### src/rtl/probabilistic_search_engine.sv
// Stochastic local search engine over a mixed boolean / signed-integer
// assignment. Each move flips one boolean or nudges one integer by a small
// random step, asks an external evaluator for the failed-constraint count,
// and keeps the move if it does not increase the cost. A move that does
// increase the cost is still kept with a probability set by noise_thr.

// Saturating signed add/subtract of a small unsigned step to one integer.
module pse_int_step #(
    parameter int INT_W  = 8,
    parameter int STEP_W = 2
) (
    input  logic [INT_W-1:0]  value,
    input  logic [STEP_W:0]   step,
    input  logic              neg,
    output logic [INT_W-1:0]  result
);
    // Wide enough that value +/- step can never wrap before clamping.
    localparam int SUM_W = ((INT_W > STEP_W + 1) ? INT_W : STEP_W + 1) + 2;
    localparam logic signed [SUM_W-1:0] MAX_V = SUM_W'($signed({1'b0, {(INT_W-1){1'b1}}}));
    localparam logic signed [SUM_W-1:0] MIN_V = SUM_W'($signed({1'b1, {(INT_W-1){1'b0}}}));

    logic signed [SUM_W-1:0] ext;
    logic signed [SUM_W-1:0] mag;
    logic signed [SUM_W-1:0] sum;

    // Extend, apply the signed step, clamp to the INT_W signed range.
    always_comb begin
        ext = SUM_W'($signed(value));
        mag = SUM_W'($signed({1'b0, step}));
        sum = neg ? (ext - mag) : (ext + mag);
        if (sum > MAX_V)
            result = MAX_V[INT_W-1:0];
        else if (sum < MIN_V)
            result = MIN_V[INT_W-1:0];
        else
            result = sum[INT_W-1:0];
    end
endmodule

module probabilistic_search_engine #(
    parameter int          NUM_BOOL = 8,
    parameter int          NUM_INT  = 4,
    parameter int          INT_W    = 8,
    parameter int          COST_W   = 8,
    parameter int          STEP_W   = 2,
    parameter logic [15:0] SEED     = 16'hACE1
) (
    input  logic                     clk,
    input  logic                     reset,
    input  logic                     start,
    input  logic [15:0]              max_moves,
    input  logic [7:0]               noise_thr,
    input  logic [NUM_BOOL-1:0]      bool_init,
    input  logic [NUM_INT*INT_W-1:0] int_init,
    output logic                     eval_req,
    output logic [NUM_BOOL-1:0]      eval_bool,
    output logic [NUM_INT*INT_W-1:0] eval_int,
    input  logic                     eval_ack,
    input  logic [COST_W-1:0]        eval_cost,
    output logic                     busy,
    output logic                     done,
    output logic                     solved,
    output logic [NUM_BOOL-1:0]      bool_assign,
    output logic [NUM_INT*INT_W-1:0] int_assign,
    output logic [COST_W-1:0]        cur_cost,
    output logic [15:0]              move_count
);
    localparam int NUM_VARS = NUM_BOOL + NUM_INT;
    localparam int IDX_W    = $clog2(NUM_VARS);
    localparam logic [IDX_W:0] VARS_LIM = (IDX_W+1)'(NUM_VARS);

    typedef enum logic [2:0] {
        IDLE, INIT_EVAL, CHOOSE, PROPOSE, EVAL, DECIDE, DONE
    } state_t;

    state_t state, state_nxt;

    logic [15:0]                   lfsr, lfsr_nxt;
    logic [NUM_BOOL-1:0]           bool_c, bool_p, prop_bool;
    logic [NUM_INT-1:0][INT_W-1:0] int_c, int_p, prop_int, stepped;
    logic [COST_W-1:0]             new_cost, cost_post;
    logic [15:0]                   moves_nxt;
    logic [IDX_W-1:0]              idx_r;
    logic [STEP_W:0]               step_mag;
    logic                          solved_r;
    logic                          accept;
    logic load_init, init_ack, idx_ok, propose, prop_ack, decide, finish, finish_solved;

    // Galois form of x^16+x^14+x^13+x^11+1, shifting toward bit 0.
    assign lfsr_nxt = {1'b0, lfsr[15:1]} ^ (lfsr[0] ? 16'hB400 : 16'h0000);

    // Step magnitude is 1..2^STEP_W; direction comes from the LFSR MSB.
    assign step_mag = {1'b0, lfsr[STEP_W-1:0]} + (STEP_W+1)'(1);

    for (genvar g = 0; g < NUM_INT; g++) begin : g_int
        pse_int_step #(.INT_W(INT_W), .STEP_W(STEP_W)) u_step (
            .value  (int_c[g]),
            .step   (step_mag),
            .neg    (lfsr[15]),
            .result (stepped[g])
        );
    end

    // Candidate assignment: committed vector with the chosen variable altered.
    always_comb begin
        prop_bool = bool_c;
        prop_int  = int_c;
        for (int i = 0; i < NUM_BOOL; i++)
            if (idx_r == IDX_W'(i)) prop_bool[i] = ~bool_c[i];
        for (int j = 0; j < NUM_INT; j++)
            if (idx_r == IDX_W'(NUM_BOOL + j)) prop_int[j] = stepped[j];
    end

    // State register.
    always_ff @(posedge clk) begin
        if (!reset) state <= IDLE;
        else        state <= state_nxt;
    end

    // Next-state, handshake outputs and datapath strobes.
    always_comb begin
        state_nxt     = state;
        busy          = 1'b1;
        done          = 1'b0;
        eval_req      = 1'b0;
        load_init     = 1'b0;
        init_ack      = 1'b0;
        idx_ok        = 1'b0;
        propose       = 1'b0;
        prop_ack      = 1'b0;
        decide        = 1'b0;
        finish        = 1'b0;
        finish_solved = 1'b0;
        accept    = (new_cost <= cur_cost) || (lfsr[7:0] < noise_thr);
        cost_post = accept ? new_cost : cur_cost;
        moves_nxt = (move_count == 16'hFFFF) ? move_count : move_count + 16'd1;
        case (state)
            IDLE, DONE: begin
                busy = 1'b0;
                done = (state == DONE);
                if (start) begin
                    load_init = 1'b1;
                    state_nxt = INIT_EVAL;
                end
            end
            INIT_EVAL: begin
                eval_req = 1'b1;
                if (eval_ack) begin
                    init_ack = 1'b1;
                    if (eval_cost == '0) begin
                        finish        = 1'b1;
                        finish_solved = 1'b1;
                        state_nxt     = DONE;
                    end else begin
                        state_nxt = CHOOSE;
                    end
                end
            end
            CHOOSE: begin
                // Out-of-range draws are rejected so every variable is equally likely.
                if ({1'b0, lfsr[IDX_W-1:0]} < VARS_LIM) begin
                    idx_ok    = 1'b1;
                    state_nxt = PROPOSE;
                end
            end
            PROPOSE: begin
                propose   = 1'b1;
                state_nxt = EVAL;
            end
            EVAL: begin
                eval_req = 1'b1;
                if (eval_ack) begin
                    prop_ack  = 1'b1;
                    state_nxt = DECIDE;
                end
            end
            DECIDE: begin
                decide = 1'b1;
                // A solution wins over an exhausted budget on the same move.
                if (cost_post == '0) begin
                    finish        = 1'b1;
                    finish_solved = 1'b1;
                    state_nxt     = DONE;
                end else if (max_moves != 16'd0 && moves_nxt == max_moves) begin
                    finish    = 1'b1;
                    state_nxt = DONE;
                end else begin
                    state_nxt = CHOOSE;
                end
            end
            default: state_nxt = IDLE;
        endcase
    end

    // Datapath: LFSR, committed/proposed assignments, costs and move counter.
    always_ff @(posedge clk) begin
        if (!reset) begin
            lfsr       <= SEED;
            bool_c     <= '0;
            int_c      <= '0;
            bool_p     <= '0;
            int_p      <= '0;
            cur_cost   <= '0;
            new_cost   <= '0;
            move_count <= '0;
            idx_r      <= '0;
            solved_r   <= 1'b0;
        end else begin
            lfsr <= lfsr_nxt;
            if (load_init) begin
                bool_c     <= bool_init;
                int_c      <= int_init;
                move_count <= '0;
                solved_r   <= 1'b0;
            end
            if (init_ack) cur_cost <= eval_cost;
            if (idx_ok)   idx_r    <= lfsr[IDX_W-1:0];
            if (propose) begin
                bool_p <= prop_bool;
                int_p  <= prop_int;
            end
            if (prop_ack) new_cost <= eval_cost;
            if (decide) begin
                move_count <= moves_nxt;
                if (accept) begin
                    bool_c   <= bool_p;
                    int_c    <= int_p;
                    cur_cost <= new_cost;
                end
            end
            if (finish) solved_r <= finish_solved;
        end
    end

    // The evaluator sees the candidate only while it is being scored.
    assign eval_bool   = (state == EVAL) ? bool_p : bool_c;
    assign eval_int    = (state == EVAL) ? int_p  : int_c;
    assign bool_assign = bool_c;
    assign int_assign  = int_c;
    assign solved      = solved_r;
endmodule
### config.mk
export PLATFORM = sky130hd
export DESIGN_NAME = probabilistic_search_engine
export DESIGN_NICKNAME = d
export VERILOG_FILES = /design/src/rtl/probabilistic_search_engine.sv
export SDC_FILE = /design/constraint.sdc
export NUM_CORES = 1
export LEC_CHECK = 0
export CORE_AREA = 5 5 193 214
export CTS_CLUSTER_DIAMETER = 30
export DETAILED_ROUTE_END_ITERATION = 8
export DIE_AREA = 0 0 198 219
export GPL_ROUTABILITY_DRIVEN = 0
export MAX_ROUTING_LAYER = met4
export SLEW_MARGIN = 20
export SYNTH_ARGS = -nofsm -noshare
export SYNTH_HDL_FRONTEND = slang
export SYNTH_SLANG_ARGS = --single-unit
### constraint.sdc
create_clock -name clk -period 5.27 [get_ports clk]
set_input_delay 1.054 -clock clk [delete_from_list [all_inputs] [get_ports clk]]
set_output_delay 1.054 -clock clk [all_outputs]
set_load 0.01 [all_outputs]
## After elaboration in Yosys (flattened, before gate mapping)

Cells that the tools add are included.

| storage, ports and cells | value |
|---|---|
| register bits after elaboration | 136 |
| bits of input ports | 76 |
| output and inout port bits | 108 |
| word-level logic and storage cells | 151 |

| cells by class | value |
|---|---|
| add/subtract/negate cells | 10 |
| magnitude comparators | 11 |
| equality and inequality tests | 23 |
| mux-type cells | 69 |
| bitwise logic cells | 9 |
| reductions and logical operators | 12 |

Operators with widths:

| kind | number |
|---|---|
| $mux W8 | 20 |
| $mux W32 | 4 |
| $mux W16 | 4 |
| $gt A10 B8 Y1 const B | 4 |
| $lt A10 B8 Y1 const B | 4 |
| $mux W10 | 4 |
| $add A8 B4 Y9 | 4 |
| $sub A8 B4 Y9 | 4 |
| $mux W1 | 27 |
| $mux W3 | 7 |
| $pmux W3 S6 | 1 |
| $add A16 B1 Y16 const B | 1 |
| $eq A16 B16 Y1 | 1 |
| $eq A16 B16 Y1 const B | 1 |
| $eq A4 B3 Y1 const B | 4 |
| $eq A4 B4 Y1 const B | 4 |
| $logic_not A8 Y1 | 2 |
| $reduce_bool A16 Y1 | 1 |
| $xor A15 B16 Y16 | 1 |
| $eq A3 B3 Y1 const B | 3 |
| $eq A4 B2 Y1 const B | 2 |
| $le A8 B8 Y1 | 1 |
| $lt A8 B8 Y1 | 1 |
| $ne A2 B2 Y1 const B | 4 |
| 14 further kinds | 25 |

## Longest topological paths before layout

Gate-level depths: netlist of the first run.

| depth | value |
|---|---|
| word-level depth | 8 |
| depth in mapped cells | 14 |
| gate-level depth less buffers | 13 |

## Hierarchy

Synthesis of the first run repeated with hierarchy kept, for this count alone.

| unflattened totals | value |
|---|---|
| cells, all modules | 1121 |
| area, all modules | 9613.0 um2 |

Modules (own cells, without submodules):

| module | instances | cells an instance | area an instance (um2) | sequential area each (um2) |
|---|---|---|---|---|
| probabilistic_search_engine | 1 | 858 | 7449.6 | 2722.6 |
| pse_int_step at g_int[0].u_step ... | 3 | 66 | 530.5 | 0.0 |
| pse_int_step at g_int[2].u_step | 1 | 65 | 571.8 | 0.0 |

## Worst setup path after synthesis of the first run

OpenSTA, ideal clock, no wires.

| path | value |
|---|---|
| kind | reg-to-reg |
| start | register lfsr[0] |
| end | register int_p[1] (netlist name) |
| setup time | 0.095 ns |
| data arrival time | 3.550 ns |
| data required time | 5.175 ns |
| slack | 1.624 ns |
| stages on the path, launching flop included | 15 |
| path buffers | 1 |
| clock period less this slack | 3.646 ns |
| cell sequence | dfxtp_1 clkbuf_1 inv_1 ha_1 nor3_1 nor2_1 xor2_1 ha_1 a31o_2 a311oi_2 nor4b_1 or3_4 nor3_4 nor2_1 a221oi_1 |

| on the way | value |
|---|---|
| longest elaborated chain between the ends | 7 |
| elaborated cells on any way between the ends | 9 |
| those cells by class | 3 x add/sub; 2 x order compare; 4 x mux |

RTL lines:

| element | RTL line | source |
|---|---|---|
| start, declared | 78 | `logic [15:0] lfsr, lfsr_nxt;` |
| start signal, assigned | 209 | `lfsr <= lfsr_nxt;` |
| $add A2 B1 Y3 (*) | 93 | `assign step_mag = {1'b0, lfsr[STEP_W-1:0]} + (STEP_W+1)'(1);` |
| $add A8 B4 Y9 or $sub A8 B4 Y9 (tied branches) | 30 | `sum = neg ? (ext - mag) : (ext + mag);` |
| $mux W10 (*) | 30 |  |
| $lt A10 B8 Y1 | 33 | `else if (sum < MIN_V)` |
| $mux W8 | 33 |  |
| $mux W8 (*) | 31 | `if (sum > MAX_V)` |
| $mux W8 (*) | 111 | `if (idx_r == IDX_W'(NUM_BOOL + j)) prop_int[j] = stepped[j];` |
| end signal, assigned | 220 | `int_p <= prop_int;` |
| end, declared | 80 | `logic [NUM_INT-1:0][INT_W-1:0] int_c, int_p, prop_int, stepped;` |

Mark *: on every way between the ends. The rest lies on a longest branch, timed or not.
A chain may end at the register's enable or synchronous reset.

## Worst setup path in the final report of the first run

| path | value |
|---|---|
| start | register lfsr[0] |
| end | register int_p[18] (netlist name) |

Same word-level chain as after synthesis.

==> PnR_summary.wiki, run 1 <==
{| class="wikitable"
! Metric !! Value
|-
| Status || finished, final reports clean
|-
| Worst vdd ir || 0.220 mV
|-
| Synth top area share || 0.284
|-
| Largest net degree at the start of global routing || 71
|-
| Highest fanout seen on the critical path || 13
|-
| Library cell with the highest instance count after synthesis || dfxtp_1
|-
| Post-route minimum period || 4.12 ns
|-
| Largest buffer count on any clock path || 2
|-
| Buffers plus inverters on the worst setup path || 1
|-
| Aggregate routed wire length || 32.0 mm
|-
| Finish-stage setup viols || 0
|-
| Standard-cell rows || 76
|-
| Critical Path, Cell by Cell || inv_1 -> ha_1 -> nand2_1 -> nand2_1 -> ha_1 -> or2_2 -> a31oi_1 -> o21ai_0 -> a41oi_1 -> nor3b_1 -> a31oi_1 -> a21o_1 -> a31oi_1
|-
| Slew at the pin with the worst max-slew slack || 0.862 ns
|-
| Average vias per placed instance || 5.03
|-
| Critical Path Source Type || flip-flop
|-
| Via count of the first global-routing pass || 9302
|-
| Global-route usage over all layers || 0.149
|-
| Netlist Area Pre-Place || 9580 um2
|-
| Kind of cell adding the most delay to the critical path || compound AO/OA/AOI/OAI gates
|-
| Register bit count reported by yosys || 136
|-
| Violation count after the first detailed-route iteration || 569
|-
| Number of buffers added on ports || 183
|-
| Number of max-cap violations || 0
|-
| Top post-synthesis cells by area || dfxtp_1 (28%), ha_1 (6.7%), mux2i_1 (6.1%)
|-
| LEAKAGE || 4.71 nW
|-
| Die X-Extent || 198 um
|-
| Number of remaining DRC errors || 0
|-
| Critical-path top delay cell || dfxtp_1
|-
| Data arrival time of the worst path || 4.43 ns
|-
| Synthesized area per cell || 8.07 um2
|-
| Final worst path period share || 0.782
|-
| Clock Sinks || 136
|-
| Post-synthesis sequential area ratio || 0.284
|-
| Type of the most critical hold path || flip-flop to flip-flop
|-
| Insertion delay of the later-clocked pin in the worst-skew pair || 0.43 ns
|-
| Achievable frequency || 243 MHz
|-
| Antenna-violating nets left || 0
|-
| Placeable core region || 38800 um2
|-
| Largest clock skew in the final design || 0.00948 ns
|-
| Endpoints failing hold || 0
|-
| Number of iterations in the first detailed-routing pass || 5
|-
| Cell repeated most along the worst path || a31oi_1
|-
| Critical Path Sink Type || flip-flop
|-
| Quantity of gates resized following cts || 0
|-
| Average routed wire per standard cell || 17.3 um
|-
| Area of all placed cells without fillers || 12500 um2
|-
| Gate count of the mapped netlist || 1186
|-
| Crit path kind || flip-flop to flip-flop
|-
| Relative slew slack || 0.424
|-
| Power density cells || 267 nW/um2
|-
| Critical Path Max Stage Delay || 0.62 ns
|-
| Total die area || 43400 um2
|-
| Placed Area || 11900 um2
|-
| CTS tree || done
|-
| Number of antenna violations at the first check in global routing || 0
|-
| Number of clock buffers inserted by TritonCTS || 17
|-
| H-tree depth reported by CTS || 4
|-
| Layout overhead on the synthesized area || 30.8%
|-
| Initial standard-cell utilization of the core || 0.247
|-
| Pins Over Slew Limit || 0
|-
| Global-route wire length before repair || 50.7 mm
|-
| Number of hold-repair buffers added at the cts stage || 0
|-
| Prevailing post-synth register cell || dfxtp_1
|-
| Layout net count || 1454
|-
| Clock transition at the registers of the reported paths || 0.07 ns
|-
| Vertical die dimension || 219 um
|-
| Synth warnings || 0
|-
| Post-detailed-placement half-perimeter wirelength || 24.0 mm
|-
| Setup TNS || 0 ns
|-
| Commonest cells post-synth || dfxtp_1 (136), nor2_1 (134), a21oi_1 (86)
|-
| Number of flops mapped to enable cells by yosys || 0
|-
| Top Ports || 184
|-
| Count of vias placed by the detailed router || 9289
|-
| Root buf cell || clkbuf_16
|-
| Net count after synthesis || 1313
|-
| Required @ worst endpoint || 5.58 ns
|-
| Library cell occupying the most area in the post-synthesis netlist || dfxtp_1
|-
| Share of async-settable or async-resettable flops after synthesis || 0
|-
| Distinct cell type count of the synthesized netlist || 79
|-
| Unrepaired setup endpoints after global routing || no
|-
| Antenna diode count || 0
|-
| Overflow left after global routing || 0
|-
| Ratio of cells with drive above 1 in the final layout || 0.0873
|-
| # Post-CTS Setup Buffers || 0
|}
metrics by stage:
| step | setup WS, ns | hold slack, ns | cells | total power, mW | utilization |
|---|---|---|---|---|---|
| 2_1_floorplan | 1.62 | 0.386 | 1186 | 1.69 | - |
| 5_1_grt | 0.679 | 0.434 | 1847 | 3.52 | 0.323 |
| 3_5_place_dp | 1.22 | 0.399 | 1815 | 2.01 | 0.306 |
| 4_1_cts | 1.18 | 0.415 | 1847 | 3.39 | 0.323 |
| 6_report | 1.15 | 0.409 | 1847 | 3.35 | 0.323 |
| 3_3_place_gp | 1.32 | 0.394 | 1815 | 2.00 | 0.306 |
per-layer routing:
layer	track usage	up-vias	wire length (um)
li1	-	4642	-
met1	0.186	4373	14800
met2	0.251	237	15400
met3	0.0246	37	1330
met4	0.0372	0	496
met5	-	-	0
power breakdown:
group | switching [mW] | internal, mW | total [mW]
Clock | 0.499 | 0.859 | 1.36
Sequential | 0.0671 | 1.07 | 1.14
Combinational | 0.434 | 0.416 | 0.851
cell usage in the layout, fill, tap and decap left out, drive strengths merged, types with 8 or more instances in the layout:
cell / count
and2: 15
o311ai: 9
nor2: 134
buf: 13
a311oi: 8
or3: 15
and3: 8
ha: 51
o21a: 16
nand4: 13
nor4: 13
nand3: 21
mux2: 40
clkbuf: 19
nand2: 71
a21oi: 86
mux2i: 58
nand2b: 22
a21o: 15
dfxtp: 136
a31oi: 13
a211oi: 67
clkdlybuf4s50: 182
o221ai: 9
o21ai: 68
nor3: 31
xor2: 24
xnor2: 40
inv: 44
or2: 9
nor2b: 8
worst paths after layout:
check / cells past startpoint / end / slack, ns / startpoint
worst max register to register: 13 / int_p[18] / 1.15 / lfsr[0]
worst min-delay path: 1 / lfsr[7] / 0.41 / lfsr[8]
worst min register to register: 1 / lfsr[7] / 0.41 / lfsr[8]
worst max-delay path: 13 / int_p[18] / 1.15 / lfsr[0]
registers in the layout, summed over array words and instances (netlist names), 4 cells and up:
name / cells
int_p: 32
bool_assign: 8
bool_p: 8
move_count: 16
idx_r: 4
cur_cost: 8
new_cost: 8
int_assign: 32
lfsr: 16
cell type report:
| type | instances | area (um2) |
|---|---|---|
| multi-input combinational | 935 | 6420 |
| inverter | 42 | 158 |
| tap | 507 | 634 |
| clock inverter | 13 | 216 |
| fill | 4093 | 26300 |
| timing repair buffer | 195 | 1930 |
| sequential | 136 | 2720 |
| clock buffer | 19 | 443 |
logic make-up after synthesis:
kind of cell             after synthesis  share of synthesized area
buffers and inverters                115                     0.0473
flip-flops                           136                      0.284
AO/OA/AOI/OAI                        342                      0.237
AND/OR/NAND/NOR                      380                      0.198
adder cells (fa/ha/maj)               51                     0.0666
multiplexers                          98                      0.108
XOR/XNOR                              64                     0.0585
(Power assumes the default switching activity.)
==> run 2, diff against run 1 <==
==> constraint.sdc (replaced) <==
create_clock -name clk -period 3.6 [get_ports clk]
set_input_delay 0.72 -clock clk [delete_from_list [all_inputs] [get_ports clk]]
set_output_delay 0.72 -clock clk [all_outputs]
set_load 0.01 [all_outputs]
==> run 2 against run 1 <==
Compared with the run above:
- clock skew is 0.014 ns higher
- first-iteration DRC count is 20% lower
- maximum frequency is 23% higher
- utilization is 0.35 points higher
- register-to-register slack worse by 0.90 ns
- global-route usage is 0.064 points lower
- via count is 0.53% higher
- clock power is 36% higher
- final area is 1.1% higher
- routed wire length hardly changed
- critical endpoint is now int_p[11]
- largest power group unchanged
==> PnR_summary.wiki, run 2 (same netlist as run 1, synthesis figures left out) <==
{| class="wikitable"
! Metric !! Value
|-
| Status || finished, final reports clean
|-
| Average routed wire per standard cell || 17.1 um
|-
| Slew at the pin with the worst max-slew slack || 0.848 ns
|-
| Largest clock skew in the final design || 0.0230 ns
|-
| Final worst path period share || 0.931
|-
| Finish-stage setup viols || 0
|-
| Number of antenna violations at the first check in global routing || 0
|-
| Highest fanout seen on the critical path || 6
|-
| Endpoints failing hold || 0
|-
| Standard-cell rows || 76
|-
| Overflow left after global routing || 0
|-
| Setup TNS || 0 ns
|-
| Largest net degree at the start of global routing || 81
|-
| Register-to-register setup slack || 0.25 ns
|-
| Number of clock buffers inserted by TritonCTS || 17
|-
| LEAKAGE || 4.80 nW
|-
| Layout overhead on the synthesized area || 32.2%
|-
| Data arrival time of the worst path || 3.71 ns
|-
| Global-route usage over all layers || 0.148
|-
| Post-detailed-placement half-perimeter wirelength || 23.9 mm
|-
| Achievable frequency || 298 MHz
|-
| Number of buffers added on ports || 183
|-
| Violation count after the first detailed-route iteration || 456
|-
| Cell count of the worst hold path || 1
|-
| Wire length the detailed router placed on met1 || 14.5 mm
|-
| Unrepaired setup endpoints after global routing || yes
|-
| Antenna diode count || 0
|-
| Via count of the first global-routing pass || 9053
|-
| Uppermost routed layer || met4
|-
| Power density cells || 379 nW/um2
|-
| Min setup slack post-route || 0.247 ns
|-
| Total die area || 43400 um2
|-
| Launching point of the worst reg2reg path || lfsr[1]
|-
| Crit path kind || flip-flop to flip-flop
|-
| Clock Sinks || 136
|-
| Number of iterations in the first detailed-routing pass || 5
|-
| Global-route wire length before repair || 50.1 mm
|-
| Vertical die dimension || 219 um
|-
| CTS tree || done
|-
| Relative slew slack || 0.430
|-
| Die X-Extent || 198 um
|-
| Antenna-violating nets left || 0
|-
| Number of max-cap violations || 0
|-
| Layout net count || 1475
|-
| Fraction of power consumed by combinational cells || 0.267
|-
| Insertion delay of the later-clocked pin in the worst-skew pair || 0.43 ns
|-
| Clock transition at the registers of the reported paths || 0.07 ns
|-
| Most used cells in the layout excluding fill and tap cells || clkdlybuf4s50_1 (182), dfxtp_1 (136), nor2_1 (133), a21oi_1 (85), nand2_1 (70)
|-
| Ratio of cells with drive above 1 in the final layout || 0.104
|-
| Initial standard-cell utilization of the core || 0.247
|-
| Top Ports || 184
|-
| Routed wire length on met3 || 1.67 mm
|-
| Switching power total || 1.46 mW
|-
| Hold Path Sink || lfsr[11]
|-
| Depth of the worst register-to-register path || 14
|-
| Number of remaining DRC errors || 0
|-
| Pins Over Slew Limit || 0
|-
| Aggregate routed wire length || 32.0 mm
|-
| Leading cell type in the layout, fill and taps excluded || clkdlybuf4s50_1
|-
| Required @ worst endpoint || 3.95 ns
|-
| Switch share || 0.305
|-
| Clock Power Share || 0.385
|-
| H-tree depth reported by CTS || 4
|-
| Critical Path Sink Type || flip-flop
|-
| Worst vdd ir || 0.298 mV
|-
| Largest buffer count on any clock path || 2
|-
| Setup slack at placement || 0.172 ns
|-
| Type of the most critical hold path || flip-flop to flip-flop
|-
| Hold_sp || lfsr[12]
|-
| Internal portion of total power || 3.33 mW
|-
| R2r endpoint || int_p[11]
|-
| Sequential cell fraction of total power || 0.348
|-
| Placeable core region || 38800 um2
|-
| Count of vias placed by the detailed router || 9338
|-
| Critical Path Source Type || flip-flop
|-
| Average vias per placed instance || 5.00
|-
| Met2 wire len || 15.5 mm
|-
| Root buf cell || clkbuf_16
|-
| Post-route minimum period || 3.35 ns
|}
## run 2: power groups by stage
stage | Sequential [mW] | Clock, mW | Combinational (mW)
2_1_floorplan | 1.67 | 0 | 0.806
3_3_place_gp | 1.70 | 0 | 1.25
3_5_place_dp | 1.70 | 0 | 1.26
4_1_cts | 1.67 | 1.91 | 1.27
5_1_grt | 1.68 | 1.98 | 1.40
6_report | 1.67 | 1.85 | 1.28
## run 2: how the worst max path moves through the flow
stage                       from   endpoint  slack [ns]  depth (start not counted)
floorplan                lfsr[0]   int_p[1]        0.12                         14
global placement    max_moves[4]   state[2]        0.18                          9
detailed placement  max_moves[4]   state[2]        0.17                          9
CTS                      lfsr[1]  int_p[12]        0.15                         14
global route             lfsr[1]  int_p[12]        0.01                         14
finish                   lfsr[1]  int_p[11]        0.25                         14
## run 2: cell type report
class	count	area [um2]
Multi-Input combinational cell	935	6440
Fill cell	4043	26100
Timing Repair Buffer	216	2100
Tap cell	507	634
Clock buffer	20	457
Sequential cell	136	2720
Inverter	42	158
Clock inverter	11	148
## run 2: per-stage QoR
step           cells  total power, mW  hold slack [ns]   util  instance area [um2]
3_3_place_gp    1835             2.95            0.389  0.310                12000
6_report        1867             4.80            0.411  0.326                12700
4_1_cts         1866             4.85            0.418  0.326                12600
2_1_floorplan   1186             2.48            0.386      -                 9580
5_1_grt         1867             5.06            0.430  0.326                12700
3_5_place_dp    1835             2.96            0.397  0.310                12000
## run 2: repair_timing
item	4_1_cts	5_1_grt
buffers inserted	0	1
resized for setup	0	6
endpoints found under the setup margin	0	20
hold buffers	0	0
## run 2: routing by layer
layer,up-vias,GRT usage
met5,-,-
met1,4383,0.187
met2,258,0.250
met3,21,0.0264
met4,0,0.0317
li1,4676,-
## run 2: critical path: stages (launching register included)
cell and delay [ns]:
dfxtp_1 0.39, inv_1 0.10, ha_2 0.38, o21a_1 0.17, nor2_1 0.07, buf_4 0.16
xor2_1 0.14, ha_1 0.21, a31o_2 0.24, a31oi_2 0.21, o21ai_0 0.17, o21a_1 0.27
nor4b_4 0.41, o311ai_0 0.21, a21oi_1 0.17
